### src/rtl/conv_mux_pkg.sv
// Shared definitions for the convolver/memory routing sequencer: mode encodings
// and the constant helpers used to size the memory count, substate period and buses.
package conv_mux_pkg;

  typedef enum logic [1:0] {
    MODE_LOAD = 2'b00,
    MODE_CONV = 2'b01,
    MODE_READ = 2'b10,
    MODE_HOLD = 2'b11
  } mode_e;

  function automatic int clog2(input int value);
    int r;
    r = 0;
    while ((1 << r) < value) r = r + 1;
    return r;
  endfunction

  function automatic int gcd(input int x, input int y);
    int a;
    int b;
    int t;
    a = x;
    b = y;
    while (b != 0) begin
      t = a % b;
      a = b;
      b = t;
    end
    return a;
  endfunction

  function automatic int calc_m(input int n, input int k);
    return n + k - 1;
  endfunction

  function automatic int calc_sub(input int n, input int m);
    return m / gcd(n, m);
  endfunction

  // Bus width for an index in [0, value), never narrower than one bit.
  function automatic int width_of(input int value);
    return (clog2(value) < 1) ? 1 : clog2(value);
  endfunction

  // The read select is one value wider than the memory range so that an
  // out-of-range index can be presented and answered with zero.
  function automatic int sel_width(input int m);
    return clog2(m + 1);
  endfunction

endpackage

### src/rtl/conv_mux_route.sv
// Combinational routing between line memories and convolvers: given the mode
// and the rotating base address it produces the next value of every output bus.
module conv_mux_route
  import conv_mux_pkg::*;
#(
  parameter int N           = 2,
  parameter int K           = 3,
  parameter int BITS_IMAGEN = 8,
  parameter int BITS_DATA   = 13,
  parameter int M           = N + K - 1,
  parameter int BASE_W      = 2,
  parameter int SEL_W       = 3
) (
  input  mode_e                        mode,
  input  logic [BASE_W-1:0]            base,
  input  logic                         valid,
  input  logic [BITS_IMAGEN-1:0]       data_in,
  input  logic [N*BITS_DATA-1:0]       data_conv,
  input  logic [M*BITS_DATA-1:0]       mem_data,
  input  logic [SEL_W-1:0]             mem_select,
  output logic [N*K*BITS_IMAGEN-1:0]   conv_nxt,
  output logic [M*BITS_DATA-1:0]       mem_nxt,
  output logic [M-1:0]                 we_nxt,
  output logic [BITS_DATA-1:0]         data_nxt
);

  always_comb begin
    int base_i;
    int idx;
    base_i   = int'(base);
    idx      = 0;
    conv_nxt = '0;
    mem_nxt  = '0;
    we_nxt   = '0;
    data_nxt = '0;
    case (mode)
      MODE_LOAD: begin
        for (int j = 0; j < M; j++) begin
          mem_nxt[j*BITS_DATA +: BITS_DATA] = BITS_DATA'(data_in);
          we_nxt[j] = valid;
        end
      end
      MODE_CONV: begin
        // Convolver i reads a K-line window starting at base+i and writes back
        // to the line at the bottom of that window.
        for (int i = 0; i < N; i++) begin
          for (int k = 0; k < K; k++) begin
            idx = (base_i + i + k) % M;
            conv_nxt[(i*K+k)*BITS_IMAGEN +: BITS_IMAGEN] =
              mem_data[idx*BITS_DATA +: BITS_IMAGEN];
          end
          idx = (base_i + i) % M;
          mem_nxt[idx*BITS_DATA +: BITS_DATA] = data_conv[i*BITS_DATA +: BITS_DATA];
          we_nxt[idx] = valid;
        end
      end
      MODE_READ: begin
        if (int'(mem_select) < M)
          data_nxt = mem_data[int'(mem_select)*BITS_DATA +: BITS_DATA];
      end
      default: begin
      end
    endcase
  end

endmodule

### src/rtl/conv_mux_sequencer.sv
// Registered memory/convolver crossbar with its own rotating substate counter.
// Define CONV_MUX_PIPE2_EN to add a second output register stage (latency 2).
module conv_mux_sequencer
  import conv_mux_pkg::*;
#(
  parameter int N           = 2,
  parameter int K           = 3,
  parameter int BITS_IMAGEN = 8,
  parameter int BITS_DATA   = 13,
  localparam int M          = calc_m(N, K),
  localparam int SUB        = calc_sub(N, M),
  localparam int SUB_W      = width_of(SUB),
  localparam int BASE_W     = width_of(M),
  localparam int SEL_W      = sel_width(M)
) (
  input  logic                         i_clock,
  input  logic                         i_reset,
  input  logic [1:0]                   i_mode,
  input  logic                         i_valid,
  input  logic                         i_advance,
  input  logic                         i_clearSub,
  input  logic [N*BITS_DATA-1:0]       i_DataConv,
  input  logic [M*BITS_DATA-1:0]       i_MemData,
  input  logic [BITS_IMAGEN-1:0]       i_Data,
  input  logic [SEL_W-1:0]             i_memSelect,
  output logic [N*K*BITS_IMAGEN-1:0]   o_DataConv,
  output logic [M*BITS_DATA-1:0]       o_MemData,
  output logic [M-1:0]                 o_memWe,
  output logic [BITS_DATA-1:0]         o_Data,
  output logic                         o_valid,
  output logic [SUB_W-1:0]             o_substate,
  output logic                         o_wrap
);

  localparam int CONV_W = N * K * BITS_IMAGEN;
  localparam int MEM_W  = M * BITS_DATA;

  mode_e               mode;
  logic                hold;
  logic [BASE_W-1:0]   base;

  logic [CONV_W-1:0]   conv_nxt, conv_d, conv_q;
  logic [MEM_W-1:0]    mem_nxt, mem_d, mem_q;
  logic [M-1:0]        we_nxt, we_d, we_q;
  logic [BITS_DATA-1:0] data_nxt, data_d, data_q;
  logic                valid_d, valid_q;
  logic [SUB_W-1:0]    sub_d, sub_q;
  logic                wrap_d, wrap_q;

  assign mode = mode_e'(i_mode);
  assign hold = (mode == MODE_HOLD);
  // Multiply in full integer width before reducing so the product never aliases.
  assign base = BASE_W'((int'(sub_q) * N) % M);

  conv_mux_route #(
    .N          (N),
    .K          (K),
    .BITS_IMAGEN(BITS_IMAGEN),
    .BITS_DATA  (BITS_DATA),
    .M          (M),
    .BASE_W     (BASE_W),
    .SEL_W      (SEL_W)
  ) u_route (
    .mode      (mode),
    .base      (base),
    .valid     (i_valid),
    .data_in   (i_Data),
    .data_conv (i_DataConv),
    .mem_data  (i_MemData),
    .mem_select(i_memSelect),
    .conv_nxt  (conv_nxt),
    .mem_nxt   (mem_nxt),
    .we_nxt    (we_nxt),
    .data_nxt  (data_nxt)
  );

  always_comb begin
    sub_d  = sub_q;
    wrap_d = 1'b0;
    if (i_clearSub) begin
      sub_d = '0;
    end else if (mode == MODE_CONV && i_advance) begin
      if (sub_q == SUB_W'(SUB - 1)) begin
        sub_d  = '0;
        wrap_d = 1'b1;
      end else begin
        sub_d = sub_q + SUB_W'(1);
      end
    end
  end

`ifdef CONV_MUX_PIPE2_EN
  logic                 hold1_d, hold1_q;
  logic [CONV_W-1:0]    conv2_d, conv2_q;
  logic [MEM_W-1:0]     mem2_d, mem2_q;
  logic [M-1:0]         we2_d, we2_q;
  logic [BITS_DATA-1:0] data2_d, data2_q;
  logic                 valid2_d, valid2_q;
  logic [SUB_W-1:0]     sub2_d, sub2_q;
  logic                 wrap2_d, wrap2_q;

  // Stage 1 always captures; the HOLD decision travels with the data and
  // freezes stage 2 so the frozen word is the last one before the HOLD.
  always_comb begin
    conv_d   = conv_nxt;
    mem_d    = mem_nxt;
    data_d   = data_nxt;
    we_d     = we_nxt;
    valid_d  = i_valid && !hold;
    hold1_d  = hold;
    conv2_d  = hold1_q ? conv2_q : conv_q;
    mem2_d   = hold1_q ? mem2_q  : mem_q;
    data2_d  = hold1_q ? data2_q : data_q;
    we2_d    = we_q;
    valid2_d = valid_q;
    sub2_d   = sub_q;
    wrap2_d  = wrap_q;
  end

  always_ff @(posedge i_clock or negedge i_reset) begin
    if (!i_reset) begin
      hold1_q  <= 1'b0;
      conv2_q  <= '0;
      mem2_q   <= '0;
      we2_q    <= '0;
      data2_q  <= '0;
      valid2_q <= 1'b0;
      sub2_q   <= '0;
      wrap2_q  <= 1'b0;
    end else begin
      hold1_q  <= hold1_d;
      conv2_q  <= conv2_d;
      mem2_q   <= mem2_d;
      we2_q    <= we2_d;
      data2_q  <= data2_d;
      valid2_q <= valid2_d;
      sub2_q   <= sub2_d;
      wrap2_q  <= wrap2_d;
    end
  end

  assign o_DataConv = conv2_q;
  assign o_MemData  = mem2_q;
  assign o_memWe    = we2_q;
  assign o_Data     = data2_q;
  assign o_valid    = valid2_q;
  assign o_substate = sub2_q;
  assign o_wrap     = wrap2_q;
`else
  always_comb begin
    conv_d  = hold ? conv_q : conv_nxt;
    mem_d   = hold ? mem_q  : mem_nxt;
    data_d  = hold ? data_q : data_nxt;
    we_d    = we_nxt;
    valid_d = i_valid && !hold;
  end

  assign o_DataConv = conv_q;
  assign o_MemData  = mem_q;
  assign o_memWe    = we_q;
  assign o_Data     = data_q;
  assign o_valid    = valid_q;
  assign o_substate = sub_q;
  assign o_wrap     = wrap_q;
`endif

  always_ff @(posedge i_clock or negedge i_reset) begin
    if (!i_reset) begin
      conv_q  <= '0;
      mem_q   <= '0;
      we_q    <= '0;
      data_q  <= '0;
      valid_q <= 1'b0;
      sub_q   <= '0;
      wrap_q  <= 1'b0;
    end else begin
      conv_q  <= conv_d;
      mem_q   <= mem_d;
      we_q    <= we_d;
      data_q  <= data_d;
      valid_q <= valid_d;
      sub_q   <= sub_d;
      wrap_q  <= wrap_d;
    end
  end

endmodule

### config.mk
export PLATFORM = sky130hd
export DESIGN_NAME = conv_mux_sequencer
export DESIGN_NICKNAME = d
export VERILOG_FILES = /design/src/rtl/conv_mux_pkg.sv /design/src/rtl/conv_mux_route.sv /design/src/rtl/conv_mux_sequencer.sv
export SDC_FILE = /design/constraint.sdc
export NUM_CORES = 1
export LEC_CHECK = 0
export BUFFER_PORTS_ARGS = -buffer_cell sky130_fd_sc_hd__buf_2
export CORE_UTILIZATION = 44
export CTS_BUF_LIST = sky130_fd_sc_hd__clkbuf_16
export CTS_CLUSTER_DIAMETER = 150
export DETAILED_ROUTE_END_ITERATION = 8
export PLACE_DENSITY = 0.77
export REMOVE_ABC_BUFFERS = 1
export SLEW_MARGIN = 0
export SYNTH_ARGS = -nofsm -noshare
export SYNTH_HDL_FRONTEND = slang
export SYNTH_SLANG_ARGS = --single-unit
### constraint.sdc
create_clock -name i_clock -period 1.4 [get_ports i_clock]
set_clock_uncertainty 0.15 [all_clocks]
set_input_delay 0.28 -clock i_clock [delete_from_list [all_inputs] [get_ports i_clock]]
set_output_delay 0.28 -clock i_clock [all_outputs]
set_load 0.01 [all_outputs]
; ---- Word level (Yosys, flattened, before mapping)
; Cells that the tools add are included.
[word_totals]
inputBits = 96
out_inout_bits = 120
wordCells = 72
reg_bits = 120
[op_classes]
n_shift = 10
mux = 17
bitwise = 6
n_addsub = 7
n_reduce_logical = 11
n_eq_ne = 3
n_mul = 6
magnitude_cmp = 5
[ops]
columns = operator, count
row1 = 52-bit by 32-bit indexed part select with 8-bit output, 4
row2 = 52-bit case mux with 2 select lines, 1
row3 = 13-bit by 33-bit variable shift with 52-bit output (first input constant), 2
row4 = 13-bit by 33-bit indexed part select with 52-bit output, 2
row5 = 32-bit negation with 33-bit output, 2
row6 = 52-bit AND, 1
row7 = 52-bit bitwise mux, 1
row8 = 52-bit by 32-bit indexed part select with 13-bit output, 1
row9 = 52-bit by 7-bit indexed part select with 8-bit output, 1
row10 = 48-bit 2-to-1 mux, 1
row11 = 32-bit by 2-bit adder with 32-bit output (second input constant), 1
row12 = 32-bit by 3-bit adder with 32-bit output (second input constant), 1
row13 = 3-bit by 5-bit multiplier with 8-bit output (second input constant), 4
row14 = 13-bit 2-to-1 mux, 2
row15 = 1-bit 2-to-1 mux, 8
row16 = 4-bit case mux with 2 select lines, 1
row17 = 2-bit OR reduction, 4
row18 = 3-bit by 4-bit multiplier with 7-bit output (second input constant), 1
row19 = 1-bit by 4-bit multiplier with 5-bit output (second input constant), 1
row20 = 4-bit by 3-bit AND with 4-bit output, 1
row21 = 4-bit bitwise mux, 1
row22 = 2-bit == test (second input constant), 2
row23 = 1-bit logical AND, 4
row24 = 3-bit by 4-bit < comparator with 1-bit output (second input constant), 1
row25 = 15 further kinds, 17

; ---- Logic depth before layout (Yosys ltp)
[depth]
depth_word = 9
depth_mapped = 6
depth_no_buf = 3

; ---- By module
; From an unflattened synthesis, not the netlist that was laid out.
[unflattened]
hier_cells = 1266
hier_area_um2 = 13740.7
[modules_own_cells]
columns = module, n_inst, area_each_um2, seq_area_each_um2, cells_per_inst
row1 = conv_mux_route, 1, 9092.5, 0.0, 1013
row2 = conv_mux_sequencer, 1, 4648.2, 3002.9, 253

; ---- Worst setup path after synthesis
; OpenSTA, ideal clock, no wires.
[synth_path]
path_type = flip-flop to flip-flop
from = register sub_q (netlist: o_substate)
to = register conv_q[37] (netlist: o_DataConv[37])
required_time_ns = 1.131
arrival_ns = 1.218
path_buffers = 2
setup_time_ns = 0.119
path_slack_ns = -0.087
synth_period_minus_slack_ns = 1.487
stages_incl_launch_ff = 6
cell_sequence = dfrtp_1 > buf_2 > buf_2 > mux2i_1 > o21ai_0 > and2_1
[synth_between]
elab_chain_cells = 7
[synth_rtl]
columns = element, line_no
row1 = from (decl), conv_mux_sequencer.sv:47  ; logic [SUB_W-1:0] sub_d, sub_q;
row2 = from (signal assigned), conv_mux_sequencer.sv:182  ; sub_q <= sub_d;
row3 = 2-bit by 1-bit adder with 3-bit output *, -
row4 = 32-bit by 2-bit adder with 32-bit output *, conv_mux_route.sv:48  ; idx = (base_i + i + k) % M;
row5 = 2-bit OR reduction (no source line), -
row6 = 1-bit AND (no source line), -
row7 = 3-bit by 5-bit multiplier with 8-bit output *, conv_mux_route.sv:50  ; mem_data[idx*BITS_DATA +: BITS_IMAGEN];
row8 = 52-bit by 32-bit indexed part select with 8-bit output *, conv_mux_route.sv:50
row9 = 48-bit 2-to-1 mux *, conv_mux_route.sv:36  ; case (mode)
row10 = to (signal assigned), conv_mux_sequencer.sv:177  ; conv_q <= conv_d;
row11 = to (decl), conv_mux_sequencer.sv:42  ; logic [CONV_W-1:0] conv_nxt, conv_d, conv_q;
; Every way passes the cells marked *; elsewhere a longest branch is shown, timed or not.
; A chain may end at the register's enable or synchronous reset.

; ---- Worst setup path after layout
[layout_path]
from = register sub_q (netlist: o_substate)
to = output o_substate
[layout_lines]
columns = element, line_no
row1 = to (decl), conv_mux_sequencer.sv:31  ; output logic [SUB_W-1:0] o_substate,
; No word-level cell between the ends.

==> summary.txt <==
CLOCK TREE
------------------------------------------------------------------------------------------
CTS tree                                                                             built
Clock sinks                                                                            102
H-Tree Depth                                                                             3
Clock Tree Root                                                                  clkbuf_16
Clock edge transition at the registers on the reported setup and hold paths        0.07 ns
Clock Tree Buf Depth                                                                     2
Number of buffers created by CTS                                                         9
Insertion delay to the later sink of the worst-skew pair                           0.34 ns

POWER AND IR DROP
------------------------------------------------------------------------------------------
Power spent charging and discharging nets                                         1.884 mW
Max VDD drop                                                                      799.2 uV
Cell internal pwr                                                                 5.103 mW
Relative contribution of combinational cells to total power                          0.194
Leakage dissipation                                                               3.525 nW
Switching portion of total power                                                    0.2696
Final Total Pwr                                                                   6.987 mW
Pwr/cell area                                                                 1002 nW/um^2
Clock share of power                                                                 0.345
Portion of total power attributed to sequential cells                                0.461

CRITICAL PATH
------------------------------------------------------------------------------------------
CP Capture Type                                                               primary output
Setup Crit Path Kind                                                          flip-flop to primary output
Beginning of the worst register-to-register path                              o_substate$_DFFE_PN0P_
Data required time of the worst path                                               0.97 ns
End of the critical path                                                        o_substate
Count of cells along the worst register-to-register path                                 5
Crit path max fanout                                                                     2
Worst setup path startpoint                                                   o_substate$_DFFE_PN0P_
Crit path arrival time                                                             1.04 ns
End of the worst register-to-register path                                    o_MemData[27]$_DFFE_PN0N_
Worst setup slack for register-to-register paths                                  -0.05 ns
Kind of start point of the critical path                                         flip-flop

FINAL LAYOUT
------------------------------------------------------------------------------------------
Number of filler instances in the final layout                                         960
Number of nets in the finished design                                                  844
Number of standard cells in the final layout excluding fillers                         895
ANT cells                                                                                0
Share of layout cells above drive strength 1                                        0.4189
Multi-input gate area in the final layout                                       2350 sq um
Seq. cell area                                                                  2554 sq um
Synth-to-Final Area Change                                                          34.64%

STA
------------------------------------------------------------------------------------------
Minimum clock period after layout                                                 1.467 ns
Crit share post-route                                                                1.048
Fin Setup TNS                                                                   -0.5354 ns
Worst hold margin                                                               0.02106 ns
FMAX                                                                             681.6 MHz
Setup repair after global routing missed its margin                                   true
Setup slack after layout                                                       -0.06716 ns
Tightest Pin Transition                                                          0.3961 ns
Number of pins exceeding their max-slew limit in the final report                        0
Max transition margin                                                               0.7354
Final hold vios                                                                          0
Total setup violations reported at the end of the flow                                  29

SYNTHESIS
------------------------------------------------------------------------------------------
Cells after synthesis                                                                  542
Library cells used by synthesis                                                         24
Ranking of synthesized cells by area                                          dfrtp_1 (49%), nand2_1 (8.0%), o21ai_0 (6.9%), mux2i_1 (6.2%), mux2_2 (5.7%)
Synthesized flop and latch total                                                       102
Number of warnings reported in the yosys synthesis log                                   0
Share of the synthesized area in the top cell type                                  0.4928
Cell area after technology mapping                                              5180 sq um
Seq/Total Area, Yosys                                                               0.4928
Biggest area consumer among synthesized cells                                      dfrtp_1
Post-synthesis average cell area                                               9.557 sq um

ROUTE
------------------------------------------------------------------------------------------
WL final                                                                          14410 um
DRT antenna net count                                                                    0
Initial DRC count                                                                      324
DRC violation count after routing                                                        0
DR vias                                                                               4733
Number of vias per cell                                                              5.288
First-pass DRT Iterations                                                                5
Routed length per placed instance                                                 16.10 um

GRT
------------------------------------------------------------------------------------------
Pin count of the biggest net entering global routing                                    50
First-pass GRT wire length                                                        22740 um
Antenna violations before repair                                                         0
Total global-route track usage                                                      0.2333
Met1 Resource Use GR                                                                0.2846
Remaining Overflow, GRT                                                                  0
Fraction of met2 tracks used by global routing                                      0.4017
Busiest grt layer                                                                     met2
Number of global-route vias before repair                                             4560
Met3 track demand over resource in global routing                                  0.04226

FLOORPLAN
------------------------------------------------------------------------------------------
Area of the core region                                                        11470 sq um
Die width                                                                         110.5 um
Boundary pin count                                                                     216
Vertical die dimension                                                            110.5 um
Die ar.                                                                        12210 sq um
Initial standard-cell utilization of the core                                       0.4517
Std-Cell Rows                                                                           39

PLACEMENT
------------------------------------------------------------------------------------------
Total instance count after detailed placement                                          870
Number of buffer cells added on primary ports                                          215
Post-Place Setup Slack                                                         -0.06114 ns
Routability congestion estimate                                                     0.7825
Half-perimeter wire length after detailed placement                               10170 um

JOB
------------------------------------------------------------------------------------------
Max-Cap Viols                                                                            0

WORST HOLD PATH
------------------------------------------------------------------------------------------
Type of the most critical hold path                                           input pin to flip-flop

OUTCOME
------------------------------------------------------------------------------------------
Violated checks                                                               setup timing
Run status                                                                    complete, but fails checks

[worst max-delay path, stage by stage (launching register included)]
cell and delay [ns]:
dfrtp_2 0.44, buf_8 0.14, buf_6 0.11
[worst min-delay path by stage]
stage | cells after the start | startpoint | to
after CTS | 2 | i_valid | o_valid$_DFF_PN0_
after detailed placement | 1 | i_reset | o_MemData[50]$_DFFE_PN0N_
after global routing | 2 | i_valid | o_valid$_DFF_PN0_
after floorplan | 0 | i_reset | o_DataConv[0]$_DFFE_PN0N_
final | 2 | i_valid | o_valid$_DFF_PN0_
after global placement | 1 | i_reset | o_MemData[24]$_DFFE_PN0N_
[registers in the layout (all words and copies together) (netlist names)]
register    flops
o_Data         13
o_DataConv     32
o_MemData      52
o_memWe         2
o_substate      1
o_valid         1
o_wrap          1
[Yosys cell counts, drive strengths merged]
master and n:
mux2 26, nor4bb 1, mux2i 32, nor4b 1, and2 44, and2b 3, clkbuf 16, nor3b 10
dfrtp 102, o21ai 74, nor2 3, nand2 110, xor2 1, nand2b 1, nand3b 1, a22oi 13
a21oi 42, buf 44, and4bb 1, nor2b 17
[power by group through the flow]
stage | registers [mW] | clock network, mW | logic [mW]
after detailed placement | 3.28 | 0 | 1.24
final | 3.22 | 2.41 | 1.35
after CTS | 3.22 | 2.46 | 1.31
after global placement | 3.27 | 0 | 1.20
after floorplan | 3.39 | 0 | 0.388
after global routing | 3.24 | 2.57 | 1.47
[cell usage in the layout (no fill, tap or decap), drive strengths merged, types with 3 or more instances in the layout]
cell type	count
nor3b	10
mux2	26
a22oi	13
and2b	3
nand2	110
buf	251
a21oi	42
inv	4
clkbuf	11
mux2i	32
nor2	3
nor2b	17
and2	44
dfrtp	102
o21ai	74
[cell type report]
type,instances,share of cell area
multi-input combinational,380,0.3369
tap,143,0.02565
clock inverter,6,0.007176
sequential,102,0.3662
timing repair buffer,255,0.2318
clock buffer,9,0.03229
[metal layers]
layer,share of wire,vias to the layer above
met1,0.41,2289
li1,-,2216
met3,0.054,29
met2,0.51,199
met4,0.028,0
met5,0,-
[logic make-up (layout without fill, tap and decap cells)]
| family | count (synthesis) | after routing | share of synthesized area |
|---|---|---|---|
| and+or+nand+nor | 192 | 192 | 0.1860 |
| buffers and inverters | 60 | 270 | 0.07029 |
| AOI/OAI and AO/OA | 129 | 129 | 0.1309 |
| xor gates and xnor gates | 1 | 1 | 0.001691 |
| muxes | 58 | 58 | 0.1184 |
| DFF | 102 | 102 | 0.4928 |
[timing repair]
item,in CTS,in global routing
resized for setup,51,34
hold buffers,2,0
setup buffers,2,2
endpoints found under the setup margin,29,74
pin swaps,4,32
gates cloned,1,3
endpoints found under the hold margin,25,0
[per-stage QoR]
step | instance area (sq um) | utilization
detailed placement | 6441 | 0.5617
CTS | 6853 | 0.5976
global route | 6974 | 0.6082
finish | 6974 | 0.6082
global placement | 6441 | 0.5617
floorplan | 4816 | -
No activity file was read; power rests on OpenSTA's default activity.
